File: src/rtl/turn_controller.sv
// Turn sequencer for a shared 3x3 board: enforces move order and cell legality,
// writes accepted moves, detects win/draw and holds off input for a lockout window.
module turn_controller #(
    parameter int FIRST_PLAYER   = 0,
    parameter int LOCKOUT_CYCLES = 16
) (
    input  logic        clk,
    input  logic        reset,
    input  logic        new_game,
    input  logic        btn_p1,
    input  logic        btn_p2,
    input  logic [3:0]  sel_p1,
    input  logic [3:0]  sel_p2,
    output logic [17:0] board,
    output logic        turn,
    output logic        move_ok,
    output logic        move_err,
    output logic [1:0]  winner,
    output logic        game_over
);

    localparam int             CW         = (LOCKOUT_CYCLES > 1) ? $clog2(LOCKOUT_CYCLES) : 1;
    localparam logic [CW-1:0]  LOCK_LOAD  = CW'(LOCKOUT_CYCLES - 1);
    localparam logic           FIRST_TURN = (FIRST_PLAYER != 0);

    typedef enum logic [2:0] {
        S_WAIT,
        S_CHECK,
        S_WRITE,
        S_EVAL,
        S_LOCKOUT,
        S_OVER
    } state_t;

    state_t          state_reg, state_next;
    logic [17:0]     board_reg, board_next;
    logic            turn_reg, turn_next;
    logic            move_ok_reg, move_ok_next;
    logic            move_err_reg, move_err_next;
    logic [1:0]      winner_reg, winner_next;
    logic            game_over_reg, game_over_next;
    logic [3:0]      count_reg, count_next;
    logic [3:0]      sel_reg, sel_next;
    logic [CW-1:0]   lock_cnt_reg, lock_cnt_next;

    logic [1:0]      turn_code;
    logic            turn_btn;
    logic            other_btn;
    logic [3:0]      turn_sel;
    logic [15:0]     cell_blocked;
    logic [8:0]      cell_hit;
    logic [7:0]      line_win;
    logic [17:0]     board_written;

    assign turn_code = turn_reg ? 2'b10 : 2'b01;
    assign turn_btn  = turn_reg ? btn_p2 : btn_p1;
    assign other_btn = turn_reg ? btn_p1 : btn_p2;
    assign turn_sel  = turn_reg ? sel_p2 : sel_p1;

    // Indices 9..15 are treated as blocked so one lookup covers both range and occupancy.
    generate
        for (genvar gi = 0; gi < 16; gi++) begin : g_blocked
            if (gi < 9) begin : g_cell
                assign cell_blocked[gi] = (board_reg[2*gi +: 2] != 2'b00);
            end else begin : g_range
                assign cell_blocked[gi] = 1'b1;
            end
        end
    endgenerate

    generate
        for (genvar gi = 0; gi < 9; gi++) begin : g_cells
            assign cell_hit[gi]            = (board_reg[2*gi +: 2] == turn_code);
            assign board_written[2*gi +: 2] = (sel_reg == 4'(gi)) ? turn_code
                                                                  : board_reg[2*gi +: 2];
        end
    endgenerate

    // Lines 0..2 are rows, 3..5 columns, 6..7 diagonals; checked for the mover's code.
    generate
        for (genvar gi = 0; gi < 3; gi++) begin : g_lines
            assign line_win[gi]     = cell_hit[3*gi] & cell_hit[3*gi+1] & cell_hit[3*gi+2];
            assign line_win[3 + gi] = cell_hit[gi] & cell_hit[gi+3] & cell_hit[gi+6];
        end
    endgenerate
    assign line_win[6] = cell_hit[0] & cell_hit[4] & cell_hit[8];
    assign line_win[7] = cell_hit[2] & cell_hit[4] & cell_hit[6];

    always_ff @(posedge clk or posedge reset) begin
        if (reset) begin
            state_reg     <= S_WAIT;
            board_reg     <= '0;
            turn_reg      <= FIRST_TURN;
            move_ok_reg   <= 1'b0;
            move_err_reg  <= 1'b0;
            winner_reg    <= 2'b00;
            game_over_reg <= 1'b0;
            count_reg     <= '0;
            sel_reg       <= '0;
            lock_cnt_reg  <= '0;
        end else begin
            state_reg     <= state_next;
            board_reg     <= board_next;
            turn_reg      <= turn_next;
            move_ok_reg   <= move_ok_next;
            move_err_reg  <= move_err_next;
            winner_reg    <= winner_next;
            game_over_reg <= game_over_next;
            count_reg     <= count_next;
            sel_reg       <= sel_next;
            lock_cnt_reg  <= lock_cnt_next;
        end
    end

    always_comb begin
        state_next     = state_reg;
        board_next     = board_reg;
        turn_next      = turn_reg;
        move_ok_next   = 1'b0;
        move_err_next  = 1'b0;
        winner_next    = winner_reg;
        game_over_next = game_over_reg;
        count_next     = count_reg;
        sel_next       = sel_reg;
        lock_cnt_next  = lock_cnt_reg;

        case (state_reg)
            S_WAIT: begin
                if (turn_btn) begin
                    sel_next   = turn_sel;
                    state_next = S_CHECK;
                end else if (other_btn) begin
                    move_err_next = 1'b1;
                end
            end
            S_CHECK: begin
                if (cell_blocked[sel_reg]) begin
                    move_err_next = 1'b1;
                    state_next    = S_WAIT;
                end else begin
                    state_next = S_WRITE;
                end
            end
            S_WRITE: begin
                board_next   = board_written;
                move_ok_next = 1'b1;
                count_next   = count_reg + 4'd1;
                state_next   = S_EVAL;
            end
            S_EVAL: begin
                // A line completed on the ninth move is a win, not a draw.
                if (|line_win) begin
                    winner_next    = turn_code;
                    game_over_next = 1'b1;
                    state_next     = S_OVER;
                end else if (count_reg == 4'd9) begin
                    winner_next    = 2'b11;
                    game_over_next = 1'b1;
                    state_next     = S_OVER;
                end else begin
                    turn_next     = ~turn_reg;
                    lock_cnt_next = LOCK_LOAD;
                    state_next    = S_LOCKOUT;
                end
            end
            S_LOCKOUT: begin
                if (lock_cnt_reg == '0) begin
                    state_next = S_WAIT;
                end else begin
                    lock_cnt_next = lock_cnt_reg - 1'b1;
                end
            end
            S_OVER: begin
                state_next = S_OVER;
            end
            default: begin
                state_next = S_WAIT;
            end
        endcase

        if (new_game) begin
            state_next     = S_WAIT;
            board_next     = '0;
            turn_next      = FIRST_TURN;
            move_ok_next   = 1'b0;
            move_err_next  = 1'b0;
            winner_next    = 2'b00;
            game_over_next = 1'b0;
            count_next     = '0;
            sel_next       = '0;
            lock_cnt_next  = '0;
        end
    end

    assign board     = board_reg;
    assign turn      = turn_reg;
    assign move_ok   = move_ok_reg;
    assign move_err  = move_err_reg;
    assign winner    = winner_reg;
    assign game_over = game_over_reg;

    a_pulse_exclusive: assert property (@(posedge clk) disable iff (reset)
        !(move_ok_reg && move_err_reg));

    a_over_has_winner: assert property (@(posedge clk) disable iff (reset)
        game_over_reg |-> (winner_reg != 2'b00));

endmodule

File: config.mk
export PLATFORM = sky130hd
export DESIGN_NAME = turn_controller
export DESIGN_NICKNAME = d
export VERILOG_FILES = /design/src/rtl/turn_controller.sv
export SDC_FILE = /design/constraint.sdc
export NUM_CORES = 1
export LEC_CHECK = 0
export BUFFER_PORTS_ARGS = -buffer_cell sky130_fd_sc_hd__buf_2
export CAP_MARGIN = 20
export CORE_MARGIN = 1
export CORE_UTILIZATION = 24
export CTS_BUF_LIST = sky130_fd_sc_hd__clkbuf_4
export DETAILED_ROUTE_END_ITERATION = 12
export PLACE_DENSITY = 0.46
export SETUP_SLACK_MARGIN = 0.02
export SLEW_MARGIN = 10
export SYNTH_ARGS = -nofsm -noshare
export SYNTH_HDL_FRONTEND = slang
export SYNTH_SLANG_ARGS = --single-unit
File: constraint.sdc
create_clock -name clk -period 1.7 [get_ports clk]
set_clock_uncertainty 0.05 [all_clocks]
set_input_delay 0.17 -clock clk [delete_from_list [all_inputs] [get_ports clk]]
set_output_delay 0.17 -clock clk [all_outputs]
set_load 0.05 [all_outputs]
==> flow_summary.toml, run 1 <==
[drt]
routed_wl_mm = 6.491
drc = 4
drtAntennaViolNets = 0
drt-pass1-iter-count = 9
viasPerCell = 4.940
drt_iter0_markers = 75
num_vias = 2154
wire_per_inst_um = 14.89

[synthesis]
ys_types = 41
synth_top_area_cell = "dfrtp_1"
synth_edf_count = 0
synthFlopType = "dfrtp_1"
yosys_warnings = 0
synth_fp_nets = 267
yosys_register_bits = 39
synth_top_area_share_pct = 43.89
synth.most_common_cell = "dfrtp_1"
synth_seq_area_share_pct = 43.89
synth_area_leaders = "dfrtp_1 (44%), a21oi_1 (5.2%), nand2_1 (4.7%), nor2_1 (4.4%), nor3b_1 (3.4%)"
yosys-top-cells-count = "dfrtp_1 (39), nand2_1 (28), nor2_1 (26)"
synth_area_per_cell_sq_um = 8.858
async_flop_share_pct = 100.0
synth_area_sq_mm = 0.002223
synthesis.instances = 251

[global_route]
gr-usage-all-layers_pct = 13.16
grt_pass1_wl_mm = 9.998
grt_pass1_vias = 1947
antenna_found_initial = 0
grt_start_max_net_pins = 40
grt-ovfl-total = 0

[timing]
rsz0062_at_grt = "true"
report.final.slew_viol_count = 0
finalWorstSetupSlack_ns = -0.2799
whs_ns = 0.08376
fmaxAchievable_mhz = 505.1
finalSetupViolations = 11
finalHoldViolations = 0
fin_tns_setup_ns = -2.015
finalCritPeriodShare_pct = 116.5
relSlewSlack_pct = 64.73
tightest_slew_ns = 0.5290
finalWorstPathRequiredPeriod_ns = 1.980

[power]
power.density_mw_per_mm2 = 642.9
total_power_mw = 2.018
peakVddDrop_v = 0.0003007
leakagePower_nw = 1.337

[die]
fp-row-count = 34
start_util_pct = 25.13
fp.dieW_um = 98.25
dieArea_sq_mm = 0.009653
die_height_um = 98.25
ioPinCount = 37
core-area_sq_mm = 0.008848

[status]
outcome = "finished, violations left"
violations = "design-rule violations, negative setup slack"

[setup_path]
worstPathArrival_ns = 2.17
critPathLaunchType = "flop"
end_kind = "flop"
cp_max_fo = 7
cp.required_ns = 1.89
criticalPathCategory = "reg2reg"

[placed_design]
port_buffers = 36
place.gp.congestion = 0.8547
dpl_worst_slack_ns = -0.2656
place_inst = 415
place_area_sq_mm = 0.002783
hpwl_mm = 4.393

[clocking]
htreeDepth = 2
root_buffer = "clkbuf_4"
clock_latency_ns = 0.35
cts_max_path_buffers = 2
cts_tree = "done"
clock-sinks = 39
cts_buffers = 5
clk_pin_slew_ns = 0.14

[final_layout]
fill_cells = 947
final_core_util_pct = 35.48
fin_area_sq_mm = 0.003139
area_growth_pct = 41.19
diodes = 0
nNetsFinal = 343
fin_cells = 436
largest_register_ffs = 18
drive_above_1_share_pct = 46.34

[hold_path]
hold_class = "in2reg"

[job]
maxCapViolations = 0
==> power breakdown <==
group,switching (mW),internal (mW)
registers,0.0531,0.965
logic,0.263,0.206
clock network,0.336,0.194
==> cells by family after synthesis <==
kind of cell / after synthesis / synth area share [%]
and+or+nand+nor: 117 / 27.58
buffers and inverters: 21 / 4.277
xor gates and xnor gates: 5 / 1.970
adders and majority gates: 3 / 1.688
muxes: 7 / 3.770
DFF: 39 / 43.89
AOI/OAI and AO/OA: 59 / 16.83
==> critical path, stage by stage, from the launching register on <==
cell and delay [ns]:
dfrtp_2 0.45, buf_12 0.14, or3b_1 0.40, o22ai_1 0.22
o31ai_2 0.12, nand4_4 0.11, nor2_4 0.07, buf_4 0.13
a211oi_2 0.15, a211oi_2 0.05
==> path summary, 6_finish.rpt <==
| kind | startpoint | slack (ns) | cells after the start | endpoint |
|---|---|---|---|---|
| hold reg to reg | winner[0] | 0.46 | 1 | winner[0] |
| min in group asynchronous | reset | 0.42 | 4 | count_reg[0] |
| max in group asynchronous | reset | 0.77 | 4 | board[16] |
| setup / recovery | turn | -0.28 | 9 | lock_cnt_reg[3] |
| setup reg to reg | turn | -0.28 | 9 | lock_cnt_reg[3] |
| hold / removal | sel_p1[2] | 0.08 | 3 | sel_reg[2] |
==> routing by layer <==
layer	global-route usage [%]	vias up	part of all wire, %
met1	17.56	1055	47
li1	-	1055	-
met3	2.720	6	3.0
met4	2.755	0	0.88
met5	0	-	0
met2	21.99	38	49
==> layout by cell type (no fill, tap or decap), drive strengths merged, types with 7 or more instances in the layout <==
| cell type | n |
|---|---|
| o22ai | 10 |
| nor2 | 27 |
| nand3 | 9 |
| a211oi | 7 |
| a21oi | 23 |
| buf | 83 |
| nand2 | 28 |
| nor3 | 15 |
| clkbuf | 7 |
| nor3b | 10 |
| nand2b | 11 |
| dfrtp | 39 |
==> layout make-up <==
class / instances / area, sq um / share of cell area, %
multi-input combinational: 191 / 1331 / 42.41
sequential: 39 / 1002 / 31.93
timing repair buffer: 85 / 594.3 / 18.93
tap: 108 / 135.1 / 4.305
clock buffer: 7 / 52.55 / 1.674
inverter: 5 / 18.77 / 0.5978
clock inverter: 1 / 5.005 / 0.1594
==> timing repair <==
action | 4_1_cts | 5_1_grt
pin swaps | 12 | 15
cloned | 0 | 2
resized for setup | 9 | 40
endpoints found under the hold margin | 39 | 0
setup endpoints to repair | 12 | 26
hold buffers | 1 | 0
buffers inserted | 5 | 5
Note: power is estimated with default switching activity, not from simulation.
==> run 2, diff against run 1 <==
--- a/config.mk
+++ b/config.mk
@@ -12,6 +12,7 @@
 export CTS_BUF_LIST = sky130_fd_sc_hd__clkbuf_4
 export DETAILED_ROUTE_END_ITERATION = 12
 export PLACE_DENSITY = 0.46
+export RECOVER_POWER = 50
 export SETUP_SLACK_MARGIN = 0.02
 export SLEW_MARGIN = 10
 export SYNTH_ARGS = -nofsm -noshare
==> flow_summary.toml, run 2 (synthesis gave the netlist of run 1 again) <==
[status]
outcome = "finished, violations left"
violations = "design-rule violations, negative setup slack"

[timing]
relSlewSlack_pct = 30.59
report.final.slew_viol_count = 0
finalWorstPathRequiredPeriod_ns = 1.981
rsz0062_at_grt = "true"
finalHoldViolations = 0
tightest_slew_ns = 1.041
finalSetupViolations = 11
finalCritPeriodShare_pct = 116.5
fmaxAchievable_mhz = 504.8
whs_ns = 0.08246
finalWorstSetupSlack_ns = -0.2810

[setup_path]
crit_chain = "buf_12, or3b_1, o22ai_1, o31ai_2, nand4_4, nor2_4, buf_4, a211oi_2, a211oi_2"
critical_path.max_stage_delay_ns = 0.45
cp.required_ns = 1.89
r2r_end = "lock_cnt_reg[3]"
cp_top_family = "simple AND/OR/NAND/NOR gates"
cp_max_fo = 7
critPathLaunchType = "flop"
ff2ff_path_depth = 9
cp_slowest_cell = "dfrtp_2"
cp_common_cell = "a211oi_2"
critPathBufInv = 2
r2r-start = "turn"
criticalPathCategory = "reg2reg"
end_kind = "flop"
worstPathArrival_ns = 2.17
ff2ff_setup_slack_ns = -0.28

[job]
maxCapViolations = 0

[drt]
viasPerCell = 4.913
drc = 4
num_vias = 2142
wire_per_inst_um = 14.87
drt_iter0_markers = 74
drt-pass1-iter-count = 9
drtAntennaViolNets = 0
routed_wl_mm = 6.482

[die]
fp.dieW_um = 98.25
fp-row-count = 34
ioPinCount = 37
core-area_sq_mm = 0.008848
start_util_pct = 25.13
dieArea_sq_mm = 0.009653
die_height_um = 98.25

[clocking]
htreeDepth = 2
cts_max_path_buffers = 2
root_buffer = "clkbuf_4"
cts_buffers = 5
clock-sinks = 39
cts_tree = "done"
clk_pin_slew_ns = 0.14
clock_latency_ns = 0.35

[hold_path]
whs_path_depth = 3
min-delay-start = "sel_p1[2]"
hold_class = "in2reg"
min_to = "sel_reg[2]"

[power]
power.density_mw_per_mm2 = 643.4
total_power_mw = 2.014
leakagePower_nw = 1.324
peakVddDrop_v = 0.0003002

[global_route]
grt_pass1_vias = 1947
grt-ovfl-total = 0
grt_start_max_net_pins = 40
gr-usage-all-layers_pct = 13.16
grt_pass1_wl_mm = 9.998
antenna_found_initial = 0

[final_layout]
diodes = 0
layout_commonest_cell = "buf_4"
fin_cells = 436
area_growth_pct = 40.80
final_cell_mix = "buf_4 (36), buf_2 (34), nand2_1 (27)"
drive_above_1_share_pct = 45.12
fin_area_sq_mm = 0.003131
largest_register_ffs = 18
fill_cells = 947
nNetsFinal = 343

[placed_design]
place.gp.congestion = 0.8547
dpl_worst_slack_ns = -0.2656
hpwl_mm = 4.393
place_inst = 415
port_buffers = 36
place_area_sq_mm = 0.002783
[run 2: changes by cell type in the layout (fill, tap and decap cells not counted), sizes merged]
cell and delta:
buf -4, clkbuf +4
[run 2: cell type report]
cell class	instances	area [sq um]	area share (%)
Clock buffer	7	52.55	1.679
Clock inverter	1	5.005	0.1599
Inverter	5	18.77	0.5995
Multi-Input combinational cell	191	1329	42.45
Sequential cell	39	1002	32.01
Tap cell	108	135.1	4.317
Timing Repair Buffer	85	588.1	18.78
[run 2: power breakdown]
part	internal, mW	switching (mW)
Clock	0.194	0.336
Sequential	0.966	0.0525
Combinational	0.204	0.262
Total	1.36	0.651
[run 2: metrics by stage]
stage / TNS, ns / util [%]
6_report: -2.009 / 35.38
5_1_grt: -3.189 / 35.38
4_1_cts: -1.954 / 33.16
3_5_place_dp: -1.904 / 31.45
3_3_place_gp: -1.648 / 31.45
2_1_floorplan: -2.008 / -
[run 2: worst register-to-register path: stages (launching register included)]
cell and delay [ns]:
dfrtp_2 0.45, buf_12 0.14, or3b_1 0.40, o22ai_1 0.22, o31ai_2 0.12, nand4_4 0.11
nor2_4 0.07, buf_4 0.13, a211oi_2 0.15, a211oi_2 0.05
[run 2: metal layers]
layer / GRT usage [%] / share of wire, % / up-vias
met3: 2.720 / 3.4 / 6
li1: - / - / 1052
met1: 17.56 / 46 / 1043
met5: 0 / 0 / -
met4: 2.755 / 0.88 / 0
met2: 21.99 / 50 / 41
[run 2: worst max-delay path by stage]
stage / to / depth (start not counted) / from / slack [ns]
floorplan: lock_cnt_reg[2] / 8 / turn / -0.24
global placement: lock_cnt_reg[2] / 7 / turn / -0.20
detailed placement: lock_cnt_reg[2] / 7 / turn / -0.27
CTS: game_over / 8 / turn / -0.24
global route: lock_cnt_reg[2] / 7 / board[0] / -0.37
finish: lock_cnt_reg[3] / 9 / turn / -0.28
[run 2: what timing repair did]
item / in CTS / in global routing
endpoints found under the setup margin: 12 / 26
hold buffers: 1 / 0
cloned: 0 / 2
hold endpoints to repair: 39 / 0
gates resized for setup: 9 / 40
buffers inserted: 5 / 5
pin swaps: 12 / 15
==> run 3, diff against run 2 <==
--- a/config.mk
+++ b/config.mk
@@ -5,6 +5,7 @@
 export SDC_FILE = /design/constraint.sdc
 export NUM_CORES = 1
 export LEC_CHECK = 0
+export ABC_AREA = 1
 export BUFFER_PORTS_ARGS = -buffer_cell sky130_fd_sc_hd__buf_2
 export CAP_MARGIN = 20
 export CORE_MARGIN = 1
==> flow_summary.toml, run 3 <==
[final_layout]
diodes = 0
fin_cells = 527
drive_above_1_share_pct = 24.12
layout_commonest_cell = "nand2_1"
area_growth_pct = 27.10
largest_register_ffs = 18
nNetsFinal = 413
final_cell_mix = "nand2_1 (101), inv_1 (51), nand3_1 (35)"

[synthesis]
ys_types = 31
synth-compound-area-share_pct = 13.55
synthesis.instances = 336
async_flop_share_pct = 100.0
synth_area_per_cell_sq_um = 6.952
synth_area_sq_mm = 0.002336
synth_top_area_share_pct = 41.78
synth-adder-area-share_pct = 1.607
synth_top_area_cell = "dfrtp_1"
synth_top_family_by_area = "simple AND/OR/NAND/NOR gates"
synth.area.mux_share_pct = 0
synthFlopType = "dfrtp_1"
yosys.area_share.simple_pct = 32.19
synth.most_common_cell = "nand2_1"
synth_seq_area_share_pct = 41.78
synth-xor-area-share_pct = 0.3749
yosys_warnings = 0
synth_fp_nets = 352
yosys-top-cells-count = "nand2_1 (104), inv_1 (51), dfrtp_1 (39)"
yosys_register_bits = 39
synth_area_leaders = "dfrtp_1 (42%), nand2_1 (17%), inv_1 (8.2%), nand3_1 (7.5%), o21ai_0 (6.2%)"
synth_edf_count = 0

[timing]
finalSetupViolations = 1
finalWorstPathRequiredPeriod_ns = 1.705
rsz0062_at_grt = "true"
whs_ns = 0.02404
finalHoldViolations = 0
finalWorstSetupSlack_ns = -0.005187
report.final.slew_viol_count = 0
fmaxAchievable_mhz = 586.4
relSlewSlack_pct = 31.85
tightest_slew_ns = 1.022
finalCritPeriodShare_pct = 100.3

[clocking]
cts_buffers = 5
root_buffer = "clkbuf_4"
clock-sinks = 39
cts_tree = "done"
htreeDepth = 2
cts_max_path_buffers = 2
clock_latency_ns = 0.36
clk_pin_slew_ns = 0.12

[setup_path]
critical_path.max_stage_delay_ns = 0.47
end_kind = "flop"
r2r_end = "turn"
r2r-start = "turn"
worstSetupEndpoint = "turn"
criticalPathCategory = "reg2reg"
ff2ff_path_depth = 12
cp.depth = 12
cp_top_family = "simple AND/OR/NAND/NOR gates"
critPathLaunchType = "flop"
ff2ff_setup_slack_ns = -0.005
critPathBufInv = 2
cp.required_ns = 1.93
worstPathArrival_ns = 1.94
crit_chain = "buf_6, nand2_1, nand2_1, nand2_1, inv_1, nand3_1, nand2_1, nor2_4, nand3_2, nor2_2, nand2_1, o21ai_1"
cp_max_fo = 10
cp_common_cell = "nand2_1"
cp_slowest_cell = "dfrtp_2"
crit_path_start = "turn"

[drt]
drc = 0
wire_per_inst_um = 12.28
drt_iter0_markers = 91
drt-pass1-iter-count = 4
drtAntennaViolNets = 0
num_vias = 2358
viasPerCell = 4.474
routed_wl_mm = 6.472

[placed_design]
hpwl_mm = 5.027
port_buffers = 36
place.gp.congestion = 0.8016
place_inst = 515
dpl_worst_slack_ns = -0.008326

[global_route]
grt_pass1_vias = 2268
grt_pass1_wl_mm = 10.96
antenna_found_initial = 0
grt_start_max_net_pins = 40
grt-ovfl-total = 0
gr-usage-all-layers_pct = 14.04

[status]
violations = "negative setup slack"
outcome = "finished, violations left"

[die]
core-area_sq_mm = 0.009328
fp-row-count = 35
dieArea_sq_mm = 0.01013
start_util_pct = 25.04
fp.dieW_um = 100.7
die_height_um = 100.7
ioPinCount = 37

[power]
total_power_mw = 2.097
peakVddDrop_v = 0.0002214
leakagePower_nw = 1.524
power.density_mw_per_mm2 = 706.3

[hold_path]
hold_class = "in2reg"

[job]
maxCapViolations = 0
[run 3: power by group]
part           internal [mW]  switching (mW)
Combinational          0.170           0.371
Clock                  0.194           0.329
Sequential             0.982          0.0509
Total                   1.35           0.751
[run 3: how the worst min path moves through the flow]
| stage | cells after the start | end | slack [ns] | startpoint |
|---|---|---|---|---|
| floorplan | 2 | sel_reg[3] | 0.28 | sel_p1[3] |
| finish | 3 | sel_reg[2] | 0.02 | sel_p1[2] |
| CTS | 3 | sel_reg[2] | 0.01 | sel_p1[2] |
| global placement | 3 | sel_reg[1] | 0.28 | reset |
| detailed placement | 3 | sel_reg[1] | 0.29 | reset |
| global route | 3 | sel_reg[0] | 0.007 | sel_p1[0] |
[run 3: cell type report]
class | count | area [sq um]
clock buffers | 7 | 52.55
fillers | 1039 | 6359
inverters | 54 | 205.2
clock inverters | 1 | 5.005
well taps | 129 | 161.4
repair buffers | 61 | 370.4
flip-flops and latches | 39 | 985.9
multi-input cells | 236 | 1189
[run 3: kinds of logic (layout without fill, tap and decap cells)]
group | Yosys count | in the layout
AND/OR/NAND/NOR | 174 | 174
buffers and inverters | 61 | 123
AO/OA/AOI/OAI | 58 | 58
XOR/XNOR | 1 | 1
flip-flops | 39 | 39
adder cells (fa/ha/maj) | 3 | 3
[run 3: repair_timing]
action | in CTS | in global routing
hold endpoints to repair | 39 | 0
endpoints found under the setup margin | 9 | 25
setup buffers | 0 | 3
resized for setup | 8 | 16
pin swaps | 2 | 2
hold buffers | 1 | 0
[run 3: layer usage]
layer  part of all wire [%]  up-vias  GRT usage (%)
li1                       -     1195              -
met1                     48     1113          18.15
met2                     48       45          23.50
met3                    3.4        5          2.705
met4                    1.3        0          4.682
met5                      0        -              0
[run 3: through the flow]
step | TNS, ns | util [%] | area (sq um)
floorplan | 0 | - | 2349
global placement | 0 | 30.07 | 2805
detailed placement | -0.01153 | 30.07 | 2805
CTS | 0 | 31.04 | 2895
global route | -0.8991 | 31.83 | 2969
finish | -0.005187 | 31.83 | 2969
[run 3: worst min-delay path, cell delays in order]
cell and delay, ns:
buf_2 0.10, nand2_1 0.06, a31oi_1 0.07
